==> src/rtl/t03_gpio_in_debouncer_if.sv <==
// ---------------------------------------------------------------------------
// t03_gpio_in_debouncer_if
// Edge-event handshake between the GPIO input debouncer and the consumer.
//   evt_valid  : at least one edge event is pending
//   evt_idx    : bit index of the presented event
//   evt_dir    : direction of the presented event, 1 = rise, 0 = fall
//   evt_ready  : consumer accepts the presented event
// master = debouncer side, slave = consumer side.
// ---------------------------------------------------------------------------
interface t03_gpio_in_debouncer_if #(
  parameter int IDXW = 6
);
  logic            evt_valid;
  logic [IDXW-1:0] evt_idx;
  logic            evt_dir;
  logic            evt_ready;

  modport master (
    output evt_valid,
    output evt_idx,
    output evt_dir,
    input  evt_ready
  );

  modport slave (
    input  evt_valid,
    input  evt_idx,
    input  evt_dir,
    output evt_ready
  );
endinterface

==> src/rtl/t03_gpio_in_debouncer.sv <==
// ---------------------------------------------------------------------------
// t03_gpio_in_debouncer
// Synchronizes the raw gpio_in pins into the clk domain, debounces each bit,
// emits one-cycle rise/fall strobes and queues per-bit edge events that are
// handed to the control FSMs one at a time over a valid/ready handshake.
// Ports:
//   clk, nrst   : system clock, asynchronous active-low reset
//   en          : block enable; low holds levels and flushes strobes/events
//   gpio_in     : raw asynchronous pin levels
//   db_out      : debounced stable levels
//   rise, fall  : one-cycle strobes when db_out changes 0->1 / 1->0
//   overflow    : sticky, an edge was dropped onto an already-pending event
//   ovf_clr     : synchronous clear of overflow
//   evt         : edge-event handshake (master side)
// ---------------------------------------------------------------------------
module t03_gpio_in_debouncer #(
  parameter int WIDTH     = 34,
  parameter int DB_CYCLES = 4
) (
  input  logic                      clk,
  input  logic                      nrst,
  input  logic                      en,
  input  logic [WIDTH-1:0]          gpio_in,
  output logic [WIDTH-1:0]          db_out,
  output logic [WIDTH-1:0]          rise,
  output logic [WIDTH-1:0]          fall,
  output logic                      overflow,
  input  logic                      ovf_clr,
  t03_gpio_in_debouncer_if.master   evt
);

  localparam int            CW       = $clog2(DB_CYCLES) + 1;
  localparam int            IW       = $clog2(WIDTH);
  localparam logic [CW-1:0] CNT_LAST = CW'(DB_CYCLES - 1);

  logic [WIDTH-1:0] sync1_q, sync2_q;
  logic [CW-1:0]    cnt_q [WIDTH];
  logic [CW-1:0]    cnt_d [WIDTH];
  logic [WIDTH-1:0] stable_q, stable_d, flip;
  logic [WIDTH-1:0] rise_q, rise_d, fall_q, fall_d;
  logic [WIDTH-1:0] rp_q, rp_d, fp_q, fp_d;
  logic [WIDTH-1:0] rpClr, fpClr;
  logic             ovf_q, ovf_d, ovfSet;
  logic             evtValid, evtDir;
  logic [IW-1:0]    evtIdx;

  // Two-flop synchronizer; runs independently of en.
  always_ff @(posedge clk or negedge nrst) begin
    if (!nrst) begin
      sync1_q <= '0;
      sync2_q <= '0;
    end else begin
      sync1_q <= gpio_in;
      sync2_q <= sync1_q;
    end
  end

  // Per-bit debounce: count consecutive samples that disagree with the
  // stable level and flip once DB_CYCLES of them have been seen. With en
  // low the counter parks at zero so debouncing restarts cleanly.
  always_comb begin
    flip = '0;
    for (int i = 0; i < WIDTH; i++) begin
      cnt_d[i] = '0;
      if (en && (sync2_q[i] != stable_q[i])) begin
        if (cnt_q[i] == CNT_LAST) flip[i] = 1'b1;
        else                      cnt_d[i] = cnt_q[i] + CW'(1);
      end
    end
    stable_d = stable_q ^ flip;
    rise_d   = flip & ~stable_q;
    fall_d   = flip &  stable_q;
  end

  // Lowest pending index wins; scanning downward lets the last hit stand.
  // Rise is reported before fall on the same bit.
  always_comb begin
    evtValid = |(rp_q | fp_q);
    evtIdx   = '0;
    evtDir   = 1'b0;
    for (int i = WIDTH - 1; i >= 0; i--) begin
      if (rp_q[i] || fp_q[i]) begin
        evtIdx = IW'(i);
        evtDir = rp_q[i];
      end
    end
  end

  // Pending-set update. A handshake clears only the presented entry; a new
  // edge on that same entry at the same edge re-sets it without counting as
  // a drop. Overflow set has priority over ovf_clr.
  always_comb begin
    rpClr = '0;
    fpClr = '0;
    if (evtValid && evt.evt_ready) begin
      if (evtDir) rpClr[evtIdx] = 1'b1;
      else        fpClr[evtIdx] = 1'b1;
    end
    ovfSet = en && ((|(rise_d & rp_q & ~rpClr)) || (|(fall_d & fp_q & ~fpClr)));
    rp_d   = en ? ((rp_q & ~rpClr) | rise_d) : '0;
    fp_d   = en ? ((fp_q & ~fpClr) | fall_d) : '0;
    if (ovfSet)       ovf_d = 1'b1;
    else if (ovf_clr) ovf_d = 1'b0;
    else              ovf_d = ovf_q;
  end

  // State registers for debounce, strobes, pending sets and overflow.
  always_ff @(posedge clk or negedge nrst) begin
    if (!nrst) begin
      for (int i = 0; i < WIDTH; i++) cnt_q[i] <= '0;
      stable_q <= '0;
      rise_q   <= '0;
      fall_q   <= '0;
      rp_q     <= '0;
      fp_q     <= '0;
      ovf_q    <= 1'b0;
    end else begin
      for (int i = 0; i < WIDTH; i++) cnt_q[i] <= cnt_d[i];
      stable_q <= stable_d;
      rise_q   <= rise_d;
      fall_q   <= fall_d;
      rp_q     <= rp_d;
      fp_q     <= fp_d;
      ovf_q    <= ovf_d;
    end
  end

  assign db_out        = stable_q;
  assign rise          = rise_q;
  assign fall          = fall_q;
  assign overflow      = ovf_q;
  assign evt.evt_valid = evtValid;
  assign evt.evt_idx   = evtIdx;
  assign evt.evt_dir   = evtDir;

endmodule

==> src/flat_wrapper.sv <==
// flat-port wrapper written by rule: the top's interface ports become plain ports
module t03_gpio_in_debouncer_flat 
#(
  parameter int WIDTH     = 34,
  parameter int DB_CYCLES = 4
)
  (clk, nrst, en, gpio_in, db_out, rise, fall, overflow, ovf_clr, evt_evt_valid, evt_evt_idx, evt_evt_dir, evt_evt_ready);
  t03_gpio_in_debouncer_if #(.IDXW(($clog2((34))))) evt_i ();
  input  logic clk;
  input  logic nrst;
  input  logic en;
  input  logic [WIDTH-1:0] gpio_in;
  output logic [WIDTH-1:0] db_out;
  output logic [WIDTH-1:0] rise;
  output logic [WIDTH-1:0] fall;
  output logic overflow;
  input  logic ovf_clr;
  output wire logic [$bits(evt_i.evt_valid)-1:0] evt_evt_valid;
  output wire logic [$bits(evt_i.evt_idx)-1:0] evt_evt_idx;
  output wire logic [$bits(evt_i.evt_dir)-1:0] evt_evt_dir;
  input wire logic [$bits(evt_i.evt_ready)-1:0] evt_evt_ready;
  assign evt_evt_valid = evt_i.evt_valid;
  assign evt_evt_idx = evt_i.evt_idx;
  assign evt_evt_dir = evt_i.evt_dir;
  assign evt_i.evt_ready = evt_evt_ready;
  t03_gpio_in_debouncer #(.WIDTH(WIDTH), .DB_CYCLES(DB_CYCLES)) u_core (.clk(clk), .nrst(nrst), .en(en), .gpio_in(gpio_in), .db_out(db_out), .rise(rise), .fall(fall), .overflow(overflow), .ovf_clr(ovf_clr), .evt(evt_i));
endmodule
==> config.mk <==
export PLATFORM = sky130hd
export DESIGN_NAME = t03_gpio_in_debouncer_flat
export DESIGN_NICKNAME = d
export VERILOG_FILES = /design/src/rtl/t03_gpio_in_debouncer_if.sv /design/src/rtl/t03_gpio_in_debouncer.sv /design/src/flat_wrapper.sv
export SDC_FILE = /design/constraint.sdc
export NUM_CORES = 1
export LEC_CHECK = 0
export ABC_AREA = 1
export ABC_CLOCK_PERIOD_IN_PS = 6400
export CAP_MARGIN = 20
export CORE_UTILIZATION = 57
export CTS_CLUSTER_SIZE = 14
export DETAILED_ROUTE_END_ITERATION = 7
export GPL_ROUTABILITY_DRIVEN = 1
export PLACE_DENSITY = 0.76
export RECOVER_POWER = 100
export SLEW_MARGIN = 40
export SYNTH_ARGS = -nofsm -noshare
export SYNTH_HDL_FRONTEND = slang
export SYNTH_SLANG_ARGS = --single-unit
==> constraint.sdc <==
create_clock -name clk -period 6.4 [get_ports clk]
set_input_delay 1.92 -clock clk [delete_from_list [all_inputs] [get_ports clk]]
set_output_delay 1.92 -clock clk [all_outputs]
set_load 0.01 [all_outputs]
==> Word-level counts from Yosys, hierarchy flattened <==
Cells that the tools add are included.
{ "op_classes": {"addsub": 34, "magnitude_cmp": 2, "n_eq_ne": 68, "mux": 214, "bitwise": 15, "reduce_logical": 76} }
{ "ops": {"columns": ["operator", "n"], "rows": [
  ["34-bit bitwise AND", 8],
  ["3-bit 2-to-1 mux", 68],
  ["34-bit 2-to-1 mux", 6],
  ["6-bit 2-to-1 mux", 34],
  ["1-bit 2-to-1 mux", 105],
  ["3-bit by 1-bit adder with 3-bit output, second input constant", 34],
  ["3-bit by 2-bit equality test with 1-bit output, second input constant", 34],
  ["34-bit inverter", 3],
  ["34-bit OR", 3],
  ["34-bit OR reduction", 3],
  ["1-bit logical AND", 37],
  ["1-bit logical OR", 35],
  ["1-bit != test", 34],
  ["34-bit bitwise XOR", 1],
  ["6-bit by 7-bit less-than comparator with 1-bit output, second input constant", 1],
  ["1-bit demux with 6-bit select", 1],
  ["6-bit by 1-bit >= comparator with 1-bit output, second input constant", 1],
  ["2-bit nonzero test", 1]
]} }
{ "totals": {"reg_bits": 341, "input_bits": 39, "output_inout_bits": 111, "elab_cells": 451} }

==> Logic depth before layout (Yosys ltp) <==
{ "logic_depth": {"ltp_word": 47, "depth_mapped": 77, "ltp_nobuf": 76} }

==> Worst setup path after synthesis <==
Ideal clock, no wire load.
{ "synth_timing": {"path_type": "register to output", "from": "reg u_core.rp_q[31]", "to": "out evt_evt_dir", "arrival_ps": 3669, "required_ps": 4480, "setup_slack_ps": 811, "path_stages_with_launch": 67, "n_path_buf": 1, "cell_sequence": "dfrtp_1 -> nor2_1 -> nand2_1 -> nand2_1 -> nand2_1 -> nand2_1 -> nand2_1 -> nand2_1 -> nand2_1 -> nand2_1 -> nand2_1 -> nand2_1 -> nand2_1 -> nand2_1 -> nand2_1 -> nand2_1 -> nand2_1 -> nand2_1 -> (+31 left out) -> nand2_1 -> nand2_1 -> nand2_1 -> nand2_1 -> nand2_1 -> nand2_1 -> nand2_1 -> nand2_1 -> nand2_1 -> nand2_1 -> nand2_1 -> nand2_1 -> nand2_1 -> nand2_1 -> nand2_2 -> nand2_4 -> nand2_4 -> buf_6"} }
{ "synth_between": {"elab_chain_len": 33} }
{ "synth_rtl": {"columns": ["element", "line_no", "text"], "rows": [
  ["start, declared", "t03_gpio_in_debouncer.sv:41", "logic [WIDTH-1:0] rp_q, rp_d, fp_q, fp_d;"],
  ["start signal, assigned", "t03_gpio_in_debouncer.sv:122", "rp_q <= rp_d;"],
  ["1-bit logical OR", "t03_gpio_in_debouncer.sv:82", "if (rp_q[i] || fp_q[i]) begin"],
  ["1-bit 2-to-1 mux * (32 in a row)", "t03_gpio_in_debouncer.sv:82", null],
  ["end, declared", "flat_wrapper.sv:20", "output wire logic [$bits(evt_i.evt_dir)-1:0] evt_evt_dir;"]
]} }
Mark *: on every way between the ends. The rest lies on a longest branch, timed or not.

==> Worst setup path in the final report <==
Same ends and word-level chain as after synthesis.

==> flow_summary.json <==
{
  "top_level_ports": 150,
  "crit_top_cell": "nand2_1",
  "grt_max_degree": 118,
  "ant_nets": 0,
  "dpl-instance-area_mm2": 0.0161,
  "start_kind": "flop",
  "yosysWarnings": 0,
  "root_buffer": "clkbuf_16",
  "clk_path_buf_depth": 3,
  "syn_area_per_cell_um2": 9.66,
  "numCtsBuffers": 35,
  "fin_util": 0.705,
  "synth-xor-area-share": 0,
  "yosys.area.top_type_share": 0.601,
  "placed_cells_incl_taps": 1937,
  "drc_errors": 0,
  "timing.final.ws_setup_ns": -0.205,
  "slew_violations": 275,
  "clock-sinks": 341,
  "final_area_mm2": 0.0172,
  "worstPathArrival_ns": 4.69,
  "muxShareOfSynthArea": 0,
  "grt_pass1_vias": 10200,
  "wl_per_cell_um": 15.4,
  "htree_levels": 2,
  "cts_tree": "done",
  "crit_required_ns": 4.48,
  "crit_slowest_cell": "dfrtp_1",
  "postSynth.asyncResetShare": 1.00,
  "io_buffers": 149,
  "postSynthCellCount": 1469,
  "r2r_start": "u_core.rp_q[31]$_DFF_PN0_",
  "gr-total-overflow": 0,
  "seq_area_frac_synth": 0.601,
  "fmax_mhz": 151,
  "cp-end-kind": "primary output",
  "syn2layout_area_growth_pct": 21.2,
  "final_cells": 2001,
  "synth_area_mm2": 0.0142,
  "hold_slack_ns": 0.345,
  "irDropWorstVdd_v": 0.000219,
  "layout.nets": 1794,
  "route.vias.total": 10400,
  "finalHoldViolations": 0,
  "dieArea_mm2": 0.0255,
  "antenna_found_initial": 0,
  "setup_viol": 1,
  "fin_crit_sh": 1.03,
  "core_area_mm2": 0.0244,
  "die_w_um": 160,
  "vias_per_cell": 5.18,
  "nFillCells": 1843,
  "critPathMaxStageDelay_ns": 0.40,
  "hold_path_class": "reg2reg",
  "crit_type": "reg2out",
  "cts.clk_slew.worst_paths_ns": 0.06,
  "die_h_um": 160,
  "status": "finished, violations left",
  "dr.pass1.iters": 6,
  "rsz0062_at_grt": "true",
  "power_density_mw_per_mm2": 288,
  "grt_pass1_wl_mm": 50.5,
  "final.min_clock_period_ns": 6.61,
  "synth_top_family_by_area": "simple AND/OR/NAND/NOR gates",
  "multi_input_area_mm2": 0.00487,
  "drt_wl_total_mm": 30.8,
  "postCtsHoldBufs": 0,
  "grt_use_total": 0.250,
  "synthTopCellsByArea": "dfrtp_1 60%, ha_1 9.0%, nor2_1 7.1%, nand2_1 6.5%, inv_1 4.9%",
  "maxCapViolCount": 4,
  "relSlewSlack": -0.677,
  "synth_simple_gate_area_frac": 0.200,
  "post_synth_num_cell_types": 23,
  "initial_core_util": 0.582,
  "synth_compound_gate_area_share": 0.0525,
  "critPathLaunch": "u_core.rp_q[31]$_DFF_PN0_",
  "clock_skew_ns": 0.0125,
  "register_area_mm2": 0.00853,
  "tns_ns": -0.205,
  "synth_fp_nets": 1610,
  "hold_path.startpoint": "u_core.sync1_q[11]$_DFF_PN0_",
  "violations": "max-capacitance violations, max-slew violations, negative setup slack",
  "drtIter0Drc": 850,
  "leakage_nw": 8.84,
  "synth_top_area_cell": "dfrtp_1",
  "gp_congestion": 0.904,
  "clk_latency_ns": 0.51,
  "dp_hpwl_mm": 21.4,
  "ys.flop_type": "dfrtp_1",
  "synth_adder_area_share": 0.0899,
  "synth-seq-cells": 341,
  "path_max_fanout": 2,
  "diodes": 0,
  "num_rows": 57,
  "synth-edff-count": 0,
  "worstMarginPinSlew_ns": 2.51,
  "drive_above_1_share": 0.0459
}
-- kinds of logic (layout without fill, tap and decap cells) --
| group | after synthesis | count (layout) |
|---|---|---|
| AND/OR/NAND/NOR | 676 | 676 |
| flip-flops | 341 | 341 |
| buffers and inverters | 205 | 413 |
| AO/OA/AOI/OAI | 145 | 145 |
| adder cells (fa/ha/maj) | 102 | 102 |
-- critical path: cells and delay by family, from the launching register on --
family	cells	cell delay (ns)
buf+inv	1	0.11
simple gates	65	3.60
flops	1	0.40
-- area by class of cell --
| class | instances | share of cell area |
|---|---|---|
| multi-input cells | 923 | 0.283 |
| well taps | 324 | 0.0236 |
| inverters | 187 | 0.0409 |
| flip-flops and latches | 341 | 0.496 |
| clock inverters | 9 | 0.00313 |
| clock buffers | 52 | 0.0606 |
| repair buffers | 165 | 0.0926 |
-- where the power goes --
part           total, mW  internal [mW]  switching, mW
combinational      0.598          0.239          0.359
clock               1.93           1.13          0.803
sequential          2.42           2.30          0.117
total               4.95           3.67           1.28
-- through the flow --
| stage | total power, mW | worst slack, ns |
|---|---|---|
| detailed placement | 3.09 | -0.0431 |
| global placement | 3.06 | 0.0753 |
| CTS | 5.03 | -0.163 |
| finish | 4.95 | -0.205 |
| floorplan | 2.76 | 0.811 |
| global route | 5.18 | -0.895 |
-- flip-flops by register name (all words and copies together), names as in the netlist --
name	cells
u_core.fp_q	34
u_core.overflow	1
u_core.fall	34
u_core.rise	34
u_core.sync2_q	34
u_core.db_out	34
u_core.cnt_q	102
u_core.rp_q	34
u_core.sync1_q	34
-- cell usage after synthesis (2+ instances only) --
master    count
o31ai_1       2
nor3b_1      34
nand4_1       3
buf_6         3
nand2_4       2
o21ai_0      35
inv_1       185
nand3_1      86
nor2_1      267
dfrtp_1     341
o21bai_1      2
buf_2         2
nand2_1     245
clkbuf_1     13
nor3_1       38
ha_1        102
a21oi_1     103
-- per-layer routing --
metal	GRT usage	share of wire
met4	0.0870	0.028
met3	0.0405	0.062
met5	0	0
met1	0.334	0.42
met2	0.418	0.49
-- what timing repair did --
action | 4_1_cts | 5_1_grt
endpoints found under the setup margin | 1 | 2
resized for setup | 7 | 1
buffers inserted | 0 | 2
pin swaps | 1 | 1
-- path summary, 6_finish.rpt --
| kind | endpoint | slack, ns | depth (start not counted) |
|---|---|---|---|
| max in group asynchronous | u_core.sync2_q[31]$_DFF_PN0_ | 0.98 | 2 |
| worst max register to register | u_core.overflow$_DFFE_PN0P_ | 0.70 | 75 |
| worst min register to register | u_core.sync2_q[11]$_DFF_PN0_ | 0.34 | 0 |
| worst min-delay path | u_core.sync2_q[11]$_DFF_PN0_ | 0.34 | 0 |
| worst max-delay path | evt_evt_dir | -0.21 | 66 |
| min in group asynchronous | u_core.cnt_q[97]$_DFF_PN0_ | 2.00 | 1 |
-- layout by cell type (no fill, tap or decap), drive strengths merged, types with 35 or more instances in the layout --
cell type / Yosys / layout
dfrtp: 341 / 341
nor2: 267 / 267
nand2: 248 / 248
inv: 186 / 187
dlygate4sd3: 0 / 143
a21oi: 104 / 104
ha: 102 / 102
nand3: 86 / 86
clkbuf: 13 / 57
nor3: 38 / 38
o21ai: 35 / 35
(Power assumes the default switching activity.)
